`src/rtl/viterbi_chan_err_inj.sv`:
```
`default_nettype none
// +----------------------------------------------------------------------------+
// | viterbi_chan_err_inj                                                        |
// | Channel corruption stage between the convolutional encoder and the Viterbi  |
// | decoder. Each symbol is registered and can be corrupted with burst and/or   |
// | LFSR-driven single-bit errors. Symbols and injected bit errors are counted  |
// | for BER scoring. Optional feature macro: CHAN_INJ_CLEAR_EN (adds clear_i).  |
// | Revision: 1.0                                                               |
// +----------------------------------------------------------------------------+
module viterbi_chan_err_inj #(
  parameter int               W      = 2,
  parameter int               N      = 5,
  parameter int               BURST  = 4,
  parameter int               WINDOW = 256,
  parameter int               LFSR_W = 16,
  parameter logic [LFSR_W-1:0] SEED  = 16'hACE1,
  parameter logic [LFSR_W-1:0] TAPS  = 16'hB400
) (
  input  logic              clk,
  input  logic              rst,
`ifdef CHAN_INJ_CLEAR_EN
  input  logic              clear_i,
`endif
  input  logic [1:0]        mode_i,
  input  logic [LFSR_W-1:0] ber_thresh_i,
  input  logic              valid_i,
  input  logic [W-1:0]      sym_i,
  output logic              valid_o,
  output logic [W-1:0]      sym_o,
  output logic [W-1:0]      clean_o,
  output logic [W-1:0]      err_mask_o,
  output logic [31:0]       sym_ct_o,
  output logic [31:0]       bit_err_ct_o,
  output logic              window_done_o
);

  localparam int          c_PERIOD      = 1 << N;
  localparam int          c_IDX_W       = (W > 1) ? $clog2(W) : 1;
  localparam int          c_POP_W       = $clog2(W + 1);
  localparam logic [N:0]  c_BURST_START = (N+1)'(c_PERIOD - BURST);
  localparam logic [31:0] c_WINDOW      = 32'(WINDOW);

  logic              r_valid;
  logic [W-1:0]      r_sym;
  logic [W-1:0]      r_clean;
  logic [W-1:0]      r_mask;
  logic [31:0]       r_sym_ct;
  logic [31:0]       r_bit_err_ct;
  logic              r_done;
  logic [LFSR_W-1:0] r_lfsr;
  logic [c_IDX_W-1:0] r_idx;

  logic              w_clear;
  logic              w_in_win;
  logic [N:0]        w_phase;
  logic              w_burst_hit;
  logic              w_rand_hit;
  logic [W-1:0]      w_mask;
  logic [c_POP_W-1:0] w_pop;
  logic [32:0]       w_err_sum;
  logic [31:0]       w_err_next;
  logic [31:0]       w_sym_next;
  logic [c_IDX_W-1:0] w_idx_next;
  logic [LFSR_W-1:0] w_lfsr_next;
  logic              w_done_next;

`ifdef CHAN_INJ_CLEAR_EN
  assign w_clear = clear_i;
`else
  assign w_clear = 1'b0;
`endif

  // Window and burst phase are judged on the count before this symbol is added.
  assign w_in_win    = (WINDOW == 0) || (r_sym_ct < c_WINDOW);
  assign w_phase     = {1'b0, r_sym_ct[N-1:0]};
  assign w_burst_hit = mode_i[0] && w_in_win && (w_phase >= c_BURST_START);
  assign w_rand_hit  = mode_i[1] && w_in_win && (r_lfsr <= ber_thresh_i);

  always_comb begin
    w_mask = '0;
    if (!w_clear) begin
      if (w_rand_hit)
        w_mask = W'(1) << r_idx;
      if (w_burst_hit)
        w_mask = '1;
    end
  end

  always_comb begin
    w_pop = '0;
    for (int i = 0; i < W; i++)
      w_pop = w_pop + c_POP_W'(w_mask[i]);
  end

  assign w_err_sum   = {1'b0, r_bit_err_ct} + 33'(w_pop);
  assign w_err_next  = w_err_sum[32] ? '1 : w_err_sum[31:0];
  assign w_sym_next  = (r_sym_ct == '1) ? r_sym_ct : r_sym_ct + 32'd1;
  assign w_idx_next  = (r_idx == c_IDX_W'(W - 1)) ? '0 : r_idx + c_IDX_W'(1);
  assign w_lfsr_next = (r_lfsr >> 1) ^ (r_lfsr[0] ? TAPS : '0);
  assign w_done_next = (WINDOW != 0) && (w_sym_next >= c_WINDOW);

  always_ff @(posedge clk or negedge rst) begin
    if (!rst) begin
      r_valid      <= 1'b0;
      r_sym        <= '0;
      r_clean      <= '0;
      r_mask       <= '0;
      r_sym_ct     <= '0;
      r_bit_err_ct <= '0;
      r_done       <= 1'b0;
      r_lfsr       <= SEED;
      r_idx        <= '0;
    end else begin
      r_valid <= valid_i;
      if (valid_i) begin
        r_sym   <= sym_i ^ w_mask;
        r_clean <= sym_i;
        r_mask  <= w_mask;
      end
      if (w_clear) begin
        r_sym_ct     <= '0;
        r_bit_err_ct <= '0;
        r_done       <= 1'b0;
        r_lfsr       <= SEED;
        r_idx        <= '0;
      end else if (valid_i) begin
        r_sym_ct     <= w_sym_next;
        r_bit_err_ct <= w_err_next;
        r_idx        <= w_idx_next;
        if (w_done_next)
          r_done <= 1'b1;
        if (mode_i[1] && w_in_win)
          r_lfsr <= w_lfsr_next;
      end
    end
  end

  assign valid_o       = r_valid;
  assign sym_o         = r_sym;
  assign clean_o       = r_clean;
  assign err_mask_o    = r_mask;
  assign sym_ct_o      = r_sym_ct;
  assign bit_err_ct_o  = r_bit_err_ct;
  assign window_done_o = r_done;

endmodule
`default_nettype wire

```
`config.mk`:
```
export PLATFORM = sky130hd
export DESIGN_NAME = viterbi_chan_err_inj
export DESIGN_NICKNAME = d
export VERILOG_FILES = /design/src/rtl/viterbi_chan_err_inj.sv
export SDC_FILE = /design/constraint.sdc
export NUM_CORES = 1
export LEC_CHECK = 0
export ABC_CLOCK_PERIOD_IN_PS = 5200
export BUFFER_PORTS_ARGS = -buffer_cell sky130_fd_sc_hd__buf_2
export CAP_MARGIN = 25
export CORE_MARGIN = 2
export CORE_UTILIZATION = 35
export CTS_CLUSTER_DIAMETER = 200
export DETAILED_ROUTE_END_ITERATION = 12
export GPL_ROUTABILITY_DRIVEN = 0
export HOLD_SLACK_MARGIN = 0.1
export PLACE_DENSITY = 0.6
export SLEW_MARGIN = 20
export SYNTH_ARGS = -nofsm -noshare
export SYNTH_HDL_FRONTEND = slang
export SYNTH_SLANG_ARGS = --single-unit
```
`constraint.sdc`:
```
create_clock -name clk -period 5.2 [get_ports clk]
set_input_delay 0 -clock clk [delete_from_list [all_inputs] [get_ports clk]]
set_output_delay 0 -clock clk [all_outputs]
set_load 0.03 [all_outputs]
```
==> results_tabular.tex, run 1 <==
\begin{tabular}{lr}
\hline
Metric & Value \\
\hline
\multicolumn{2}{l}{\textbf{Outcome}} \\
\quad Result of the run & complete, no violations \\
\multicolumn{2}{l}{\textbf{Synth}} \\
\quad Library cell with the highest instance count after synthesis & sky130\_fd\_sc\_hd\_\_dfrtp\_1 \\
\quad Post-synth top cells & 81 x sky130\_fd\_sc\_hd\_\_dfrtp\_1, 73 x sky130\_fd\_sc\_hd\_\_nand2\_1, 34 x sky130\_fd\_sc\_hd\_\_xor2\_1 \\
\quad Async set-reset flop share out of synthesis & 100.0\% \\
\quad Synthesized netlist cell count & 534 \\
\quad Yosys top cell by area & sky130\_fd\_sc\_hd\_\_dfrtp\_1 \\
\quad Yosys cell types & 56 \\
\quad Synth warn & 0 \\
\quad Fraction of the yosys area taken by sequential cells & 43.99\% \\
\quad Mean instance size in the synthesized netlist & 9.525 µm² \\
\quad Number of synthesized register bits & 89 \\
\quad Top area cells in the synthesized netlist & sky130\_fd\_sc\_hd\_\_dfrtp\_1 40\%, sky130\_fd\_sc\_hd\_\_xor2\_1 5.9\%, sky130\_fd\_sc\_hd\_\_nand2\_1 5.4\% \\
\quad Number of synthesized flops with an enable pin & 0 \\
\quad Mapped Nets & 576 \\
\quad Top cell type's share of synthesized area & 39.85\% \\
\quad Synth Cell Area & 5086 µm² \\
\quad Primary flip-flop cell chosen by synthesis mapping & sky130\_fd\_sc\_hd\_\_dfrtp\_1 \\
\multicolumn{2}{l}{\textbf{Critical path}} \\
\quad CP required & 5.43 ns \\
\quad Maximum cell stage delay along the critical path & 0.55 ns \\
\quad Crit path launch type & register \\
\quad Critical Path End Type & register \\
\quad Library cell contributing the largest single delay on the critical path & sky130\_fd\_sc\_hd\_\_dfstp\_2 \\
\quad Kind of cell adding the most delay to the critical path & simple AND/OR/NAND/NOR gates \\
\quad Crit-path max FO & 5 \\
\quad Data arrival at the endpoint of the critical path & 4.42 ns \\
\quad Worst path buffer plus inverter count & 0 \\
\quad Classification of the worst setup path & reg -> reg \\
\quad Critical-path cell list & ha\_1 -> a21o\_1 -> a21o\_1 -> a21oi\_1 -> o21ai\_0 -> nor3\_1 -> a21oi\_1 -> o21ai\_0 -> fa\_1 -> ha\_1 -> and3\_1 -> nand2b\_1 -> nor3\_1 -> and4\_1 -> nor2b\_1 -> nand4\_1 -> mux2\_2 \\
\multicolumn{2}{l}{\textbf{STA}} \\
\quad Setup TNS & 0 ns \\
\quad Worst hold margin & 0.1913 ns \\
\quad Max Clk Rate & 0.2390 GHz \\
\quad Number of max-slew violations in the final report & 0 \\
\quad Maximum clock skew at final layout & 0.009640 ns \\
\quad Max-slew headroom & 50.95\% \\
\quad Clock period minus worst slack & 4.183 ns \\
\quad Slew at the pin closest to its max-slew limit & 0.7339 ns \\
\quad Setup violators final & 0 \\
\quad Final hold violations & 0 \\
\quad Unrepaired setup endpoints after global routing & no \\
\quad Final setup margin & 1.017 ns \\
\quad Period Utilization, post-route & 80.45\% \\
\multicolumn{2}{l}{\textbf{Route}} \\
\quad Drt via density & 5.160 \\
\quad Routed wirelength normalized by instance count & 14.83 µm \\
\quad Drt drc & 0 \\
\quad Post-route antenna net violation count & 0 \\
\quad Detailed-route wire length & 11.98 mm \\
\quad Starting DRT DRC Count & 218 \\
\quad Iteration count of the initial detailed-routing pass & 5 \\
\quad Number of vias in the routed layout & 4169 \\
\multicolumn{2}{l}{\textbf{Cells and area}} \\
\quad Layout net count & 661 \\
\quad Antenna diode count & 0 \\
\quad Share of final-layout standard cells stronger than drive strength 1 & 23.72\% \\
\quad Post-Layout Inst Area & 6040 µm² \\
\quad Number of inserted filler cells in the final layout & 1442 \\
\quad Area delta synth->final & 18.75\% \\
\multicolumn{2}{l}{\textbf{Clock network}} \\
\quad Number of buffers inserted to repair setup after CTS & 0 \\
\quad Reg clk slew, reported paths & 0.07 ns \\
\quad Number of levels the H-tree was split into & 3 \\
\quad Clock tree from TritonCTS & built \\
\quad CTS sink cnt & 89 \\
\quad Clock Latency Late Sink & 0.35 ns \\
\quad Number of clock buffers inserted by TritonCTS & 9 \\
\quad Post-CTS Hold Buffers & 4 \\
\quad Maximum clock path buffer count & 2 \\
\quad Number of instances resized during post-cts repair & 0 \\
\quad Root cell of the clock tree & sky130\_fd\_sc\_hd\_\_clkbuf\_16 \\
\multicolumn{2}{l}{\textbf{Floorplanning}} \\
\quad Standard-cell rows & 44 \\
\quad Die outline height & 124.5 µm \\
\quad Floorplan core area & 14370 µm² \\
\quad Die outline width & 124.5 µm \\
\quad Top-level I/O count & 95 \\
\quad Die area & 15510 µm² \\
\quad Initial standard-cell utilization of the core & 35.40\% \\
\multicolumn{2}{l}{\textbf{GRT}} \\
\quad Pin count of the biggest net entering global routing & 47 \\
\quad Vias in the first global route & 4076 \\
\quad Initial antenna violation count & 0 \\
\quad Global router's overall resource usage & 16.00\% \\
\quad Overall overflow remaining after global route & 0 \\
\quad Global-route wire length before repair & 20.42 mm \\
\multicolumn{2}{l}{\textbf{Pwr}} \\
\quad Total power after layout & 0.001659 W \\
\quad Maximum ir drop on the vdd rail & 0.2732 mV \\
\quad Pwr dens & 274.7 nW/µm² \\
\quad Reported leakage power & 3.081 nW \\
\multicolumn{2}{l}{\textbf{Placed design}} \\
\quad Half-perimeter wire length of the detailed placement result & 8.825 mm \\
\quad Post-Place Setup Slack & 0.8333 ns \\
\quad Total cell area at the placement stage & 5687 µm² \\
\quad Number of port buffers & 94 \\
\multicolumn{2}{l}{\textbf{Hold path}} \\
\quad HP Class & in -> async \\
\multicolumn{2}{l}{\textbf{Flow run}} \\
\quad Max Cap Violations & 0 \\
\hline
\end{tabular}
-- sequential cells by signal, summed over array words and instances, names as in the netlist --
name           count
bit_err_ct_o      32
r_idx              1
window_done_o      1
err_mask_o         2
clean_o            2
valid_o            1
r_lfsr            16
sym_o              2
sym_ct_o          32
-- area by class of cell --
type	count	area (µm²)	share of cell area, %
Multi-Input combinational cell	392	2634	43.61
Sequential cell	89	2237	37.04
Timing Repair Buffer	101	539.3	8.929
Tap cell	184	230.2	3.812
Clock buffer	9	225.2	3.729
Inverter	26	97.59	1.616
Clock inverter	7	76.32	1.264
-- power by group --
part           switching, W  total, W  internal [W]
sequential        0.0000474  0.000777      0.000730
clock              0.000296  0.000673      0.000377
combinational      0.000137  0.000209     0.0000724
total              0.000480   0.00166       0.00118
-- per-stage QoR --
step / cells / utilization (%)
final: 808 / 42.03
after global routing: 808 / 42.03
after CTS: 807 / 41.95
after detailed placement: 787 / 39.58
after global placement: 787 / 39.58
after floorplan: 534 / -
-- path summary, 6_finish.rpt --
check	startpoint	to	slack [ns]	cells after the start
setup / recovery	r_lfsr[13]	bit_err_ct_o[30]	1.02	17
hold / removal	rst	sym_ct_o[4]	0.19	2
setup reg to reg	r_lfsr[13]	bit_err_ct_o[30]	1.02	17
hold reg to reg	r_lfsr[10]	r_lfsr[10]	0.50	2
max in group asynchronous	rst	sym_ct_o[26]	3.98	3
min in group clk	mode_i[0]	err_mask_o[1]	0.23	5
-- layout by cell type (no fill, tap or decap), types with 8 or more instances in the layout --
cell and count:
sky130_fd_sc_hd__xor2_1 34, sky130_fd_sc_hd__xnor2_1 28, sky130_fd_sc_hd__nand3_1 27, sky130_fd_sc_hd__nand2_1 73, sky130_fd_sc_hd__dfrtp_1 81, sky130_fd_sc_hd__nor2_1 27, sky130_fd_sc_hd__and3_1 11, sky130_fd_sc_hd__a21oi_1 11
sky130_fd_sc_hd__nand4_1 30, sky130_fd_sc_hd__buf_2 93, sky130_fd_sc_hd__nor4_1 10, sky130_fd_sc_hd__clkbuf_16 9, sky130_fd_sc_hd__nor3_1 14, sky130_fd_sc_hd__dfstp_2 8, sky130_fd_sc_hd__o21ai_0 20, sky130_fd_sc_hd__inv_1 26
sky130_fd_sc_hd__ha_1 18, sky130_fd_sc_hd__mux2_2 14
-- worst register-to-register path, cell delays in order (launching register included) --
cell and delay, ns:
sky130_fd_sc_hd__dfstp_2 0.55, sky130_fd_sc_hd__ha_1 0.25, sky130_fd_sc_hd__a21o_1 0.17, sky130_fd_sc_hd__a21o_1 0.17
sky130_fd_sc_hd__a21oi_1 0.13, sky130_fd_sc_hd__o21ai_0 0.15, sky130_fd_sc_hd__nor3_1 0.20, sky130_fd_sc_hd__a21oi_1 0.07
sky130_fd_sc_hd__o21ai_0 0.28, sky130_fd_sc_hd__fa_1 0.26, sky130_fd_sc_hd__ha_1 0.17, sky130_fd_sc_hd__and3_1 0.21
sky130_fd_sc_hd__nand2b_1 0.09, sky130_fd_sc_hd__nor3_1 0.44, sky130_fd_sc_hd__and4_1 0.33, sky130_fd_sc_hd__nor2b_1 0.21
sky130_fd_sc_hd__nand4_1 0.12, sky130_fd_sc_hd__mux2_2 0.28
-- cells by family after synthesis --
family	Yosys count	share of synthesized area, %
and+or+nand+nor	230	23.49
adders and majority gates	19	4.822
DFF	89	43.99
muxes	18	3.887
buffers and inverters	53	4.231
xor gates and xnor gates	62	10.68
AOI/OAI and AO/OA	63	8.906
-- layer usage --
metal	GRT usage (%)	routed length (µm)	vias to the layer above
met1	23.20	5625	1980
met3	2.577	676	15
met5	0	0	-
li1	-	-	2044
met4	6.477	227	0
met2	23.79	5450	130
(Power assumes the default switching activity.)
==> run 2, diff against run 1 <==
--- a/config.mk
+++ b/config.mk
@@ -5,7 +5,7 @@
 export SDC_FILE = /design/constraint.sdc
 export NUM_CORES = 1
 export LEC_CHECK = 0
-export ABC_CLOCK_PERIOD_IN_PS = 5200
+export ABC_CLOCK_PERIOD_IN_PS = 3600
 export BUFFER_PORTS_ARGS = -buffer_cell sky130_fd_sc_hd__buf_2
 export CAP_MARGIN = 25
 export CORE_MARGIN = 2
@@ -14,7 +14,7 @@
 export DETAILED_ROUTE_END_ITERATION = 12
 export GPL_ROUTABILITY_DRIVEN = 0
 export HOLD_SLACK_MARGIN = 0.1
-export PLACE_DENSITY = 0.6
+export PLACE_DENSITY = 0.62
 export SLEW_MARGIN = 20
 export SYNTH_ARGS = -nofsm -noshare
 export SYNTH_HDL_FRONTEND = slang
==> constraint.sdc (replaced) <==
create_clock -name clk -period 3.6 [get_ports clk]
set_input_delay 0 -clock clk [delete_from_list [all_inputs] [get_ports clk]]
set_output_delay 0 -clock clk [all_outputs]
set_load 0.03 [all_outputs]
==> run 2 against run 1 <==
Net effect: maximum frequency increased by 18%; clock power grew 55%; clock skew decreased by 0.0012 ns; global-route usage grew 1.0 points; largest cell class unchanged; highest routed layer unchanged.
==> results_tabular.tex, run 2 (synthesized netlist as in run 1, its figures left out) <==
\begin{tabular}{lr}
\hline
Metric & Value \\
\hline
\multicolumn{2}{l}{\textbf{Outcome}} \\
\quad Result of the run & complete, no violations \\
\multicolumn{2}{l}{\textbf{Placed design}} \\
\quad Post-Place Setup Slack & -0.1850 ns (-1.018 ns) \\
\quad Number of port buffers & 94 (unchanged) \\
\quad Total cell area at the placement stage & 6025 µm² (+5.9\%) \\
\quad Half-perimeter wire length of the detailed placement result & 9.704 mm (+10\%) \\
\multicolumn{2}{l}{\textbf{STA}} \\
\quad Max-slew headroom & 49.88\% (-1.1 points) \\
\quad Max Clk Rate & 0.2809 GHz (+18\%) \\
\quad Number of max-slew violations in the final report & 0 (unchanged) \\
\quad Maximum clock skew at final layout & 0.008391 ns (-0.001249 ns) \\
\quad Clock period minus worst slack & 3.560 ns (-0.6237 ns) \\
\quad Period Utilization, post-route & 98.88\% (+18 points) \\
\quad Unrepaired setup endpoints after global routing & yes \\
\quad Slew at the pin closest to its max-slew limit & 0.7518 ns (+0.01792 ns) \\
\quad Worst hold margin & 0.2690 ns (+0.07770 ns) \\
\quad Setup violators final & 0 (unchanged) \\
\quad Final setup margin & 0.04036 ns (-0.9763 ns) \\
\quad Final hold violations & 0 (unchanged) \\
\multicolumn{2}{l}{\textbf{Critical path}} \\
\quad Worst R2R End & bit\_err\_ct\_o[30] \\
\quad Critical path launch point & r\_lfsr[5] \\
\quad Critical Path End Type & register \\
\quad Crit path launch type & register \\
\quad Capture point of the worst path & bit\_err\_ct\_o[30] \\
\quad Slack of the worst reg-to-reg path & 0.04 ns (-0.98 ns) \\
\quad Crit-path max FO & 3 (-2) \\
\quad Depth of the worst register-to-register path & 17 (unchanged) \\
\quad Data arrival at the endpoint of the critical path & 3.79 ns (-0.63 ns) \\
\quad Classification of the worst setup path & reg -> reg \\
\quad CP required & 3.83 ns (-1.60 ns) \\
\quad Critical R2R Launch & r\_lfsr[5] \\
\multicolumn{2}{l}{\textbf{Clock network}} \\
\quad CTS sink cnt & 89 (unchanged) \\
\quad Clock tree from TritonCTS & built \\
\quad Maximum clock path buffer count & 2 (unchanged) \\
\quad Number of clock buffers inserted by TritonCTS & 9 (unchanged) \\
\quad Number of levels the H-tree was split into & 3 (unchanged) \\
\quad Clock Latency Late Sink & 0.35 ns (about the same) \\
\quad Reg clk slew, reported paths & 0.07 ns (about the same) \\
\quad Root cell of the clock tree & sky130\_fd\_sc\_hd\_\_clkbuf\_16 \\
\multicolumn{2}{l}{\textbf{Pwr}} \\
\quad Total power after layout & 0.002472 W (+49\%) \\
\quad Maximum ir drop on the vdd rail & 0.2106 mV (-23\%) \\
\quad Reported leakage power & 3.404 nW (+10\%) \\
\quad Pwr dens & 374.0 nW/µm² (+36\%) \\
\multicolumn{2}{l}{\textbf{Cells and area}} \\
\quad Most common cell after layout, fill and taps aside & sky130\_fd\_sc\_hd\_\_buf\_2 \\
\quad Area delta synth->final & 29.96\% \\
\quad Antenna diode count & 0 (unchanged) \\
\quad Share of final-layout standard cells stronger than drive strength 1 & 32.79\% (+9.1 points) \\
\quad Layout net count & 711 (+7.6\%) \\
\quad Post-Layout Inst Area & 6610 µm² (+9.4\%) \\
\quad Commonest non-fill, non-tap cells in the layout & 93 x sky130\_fd\_sc\_hd\_\_buf\_2, 81 x sky130\_fd\_sc\_hd\_\_dfrtp\_1, 73 x sky130\_fd\_sc\_hd\_\_nand2\_1 \\
\quad Final core occ & 46.00\% (+4.0 points) \\
\multicolumn{2}{l}{\textbf{GRT}} \\
\quad Global router's overall resource usage & 17.03\% (+1.0 points) \\
\quad Vias in the first global route & 4413 (+8.3\%) \\
\quad Initial antenna violation count & 0 (unchanged) \\
\quad Global-route wire length before repair & 21.74 mm (+6.4\%) \\
\quad Pin count of the biggest net entering global routing & 59 (+26\%) \\
\quad Overall overflow remaining after global route & 0 (unchanged) \\
\multicolumn{2}{l}{\textbf{Route}} \\
\quad Number of vias in the routed layout & 4456 (+6.9\%) \\
\quad Drt via density & 5.193 (+0.66\%) \\
\quad Post-route antenna net violation count & 0 (unchanged) \\
\quad Routed wirelength normalized by instance count & 15.47 µm (+4.3\%) \\
\quad Detailed-route wire length & 13.27 mm (+11\%) \\
\quad Starting DRT DRC Count & 325 (+49\%) \\
\quad Iteration count of the initial detailed-routing pass & 5 (unchanged) \\
\quad Drt drc & 0 (unchanged) \\
\multicolumn{2}{l}{\textbf{Floorplanning}} \\
\quad Die outline width & 124.5 µm (unchanged) \\
\quad Initial standard-cell utilization of the core & 35.40\% (unchanged) \\
\quad Standard-cell rows & 44 (unchanged) \\
\quad Top-level I/O count & 95 (unchanged) \\
\quad Die outline height & 124.5 µm (unchanged) \\
\quad Floorplan core area & 14370 µm² (unchanged) \\
\quad Die area & 15510 µm² (unchanged) \\
\multicolumn{2}{l}{\textbf{Flow run}} \\
\quad Max Cap Violations & 0 (unchanged) \\
\multicolumn{2}{l}{\textbf{Hold path}} \\
\quad HP Class & in -> async \\
\hline
\end{tabular}
[run 2: cell count changes in the layout (fill, tap and decap cells not counted), moves of 2 or more]
cell                       before  now
sky130_fd_sc_hd__ha_4           0    4
sky130_fd_sc_hd__nor3_1        14   11
sky130_fd_sc_hd__inv_6          3    1
sky130_fd_sc_hd__ha_1          18   14
sky130_fd_sc_hd__nand2b_1       5    3
sky130_fd_sc_hd__o21ai_0       20   17
sky130_fd_sc_hd__a21oi_2        0    3
sky130_fd_sc_hd__nor3_2         0    2
sky130_fd_sc_hd__buf_4          3   52
sky130_fd_sc_hd__nor2_2         0    2
sky130_fd_sc_hd__a21oi_1       11    8
sky130_fd_sc_hd__o21ai_2        0    3
sky130_fd_sc_hd__nor2_1        27   25
[run 2: report_power, final]
group	internal (W)	switching [W]
registers	0.00105	0.0000682
clock network	0.000630	0.000406
logic	0.000112	0.000201
[run 2: cell type report]
cell class	instances	area (µm²)
flip-flops and latches	89	2237
repair buffers	151	940.9
inverters	26	97.59
well taps	184	230.2
clock buffers	10	239.0
fillers	1404	7759
multi-input cells	392	2775
clock inverters	6	90.09
[run 2: timing repair]
item                                    in CTS  in global routing
pin swaps                                    3                 10
resized for setup                            8                 21
gates cloned                                 0                  1
hold endpoints to repair                    59                  0
endpoints found under the setup margin       4                 31
setup buffers                                1                  7
hold buffers                                 4                  0
[run 2: per-layer routing]
metal | GRT usage, % | vias up | wire [µm]
li1 | - | 2151 | -
met1 | 23.33 | 2175 | 6089
met2 | 26.90 | 111 | 6359
met3 | 3.093 | 19 | 580
met4 | 6.411 | 0 | 240
met5 | 0 | - | 0
[run 2: metrics by stage]
stage	std cells	TNS [ns]
2_1_floorplan	534	-0.7953
3_3_place_gp	829	-0.1252
3_5_place_dp	829	-0.3185
4_1_cts	850	0
5_1_grt	858	-0.09260
6_report	858	0
[run 2: how the worst min path moves through the flow]
stage | from | cells after the start | end | slack, ns
detailed placement | rst | 1 | sym_ct_o[1] | 0.12
CTS | mode_i[0] | 5 | err_mask_o[1] | 0.25
floorplan | rst | 0 | bit_err_ct_o[0] | -0.30
global placement | rst | 1 | sym_ct_o[1] | 0.10
global route | rst | 2 | sym_ct_o[1] | 0.35
finish | rst | 2 | sym_ct_o[17] | 0.27
[run 2: critical path, stage by stage, from the launching register on]
cell and delay [ns]:
sky130_fd_sc_hd__dfstp_2 0.54, sky130_fd_sc_hd__ha_1 0.24, sky130_fd_sc_hd__a21o_1 0.16, sky130_fd_sc_hd__a21o_1 0.18, sky130_fd_sc_hd__a21oi_1 0.18, sky130_fd_sc_hd__nor2_2 0.08
sky130_fd_sc_hd__nor3_2 0.14, sky130_fd_sc_hd__a21oi_2 0.07, sky130_fd_sc_hd__o21ai_2 0.17, sky130_fd_sc_hd__fa_2 0.27, sky130_fd_sc_hd__ha_4 0.14, sky130_fd_sc_hd__and3_4 0.20
sky130_fd_sc_hd__nand2b_4 0.07, sky130_fd_sc_hd__nor3_4 0.20, sky130_fd_sc_hd__and4_4 0.25, sky130_fd_sc_hd__nor2b_4 0.14, sky130_fd_sc_hd__nand4_1 0.12, sky130_fd_sc_hd__mux2_4 0.31
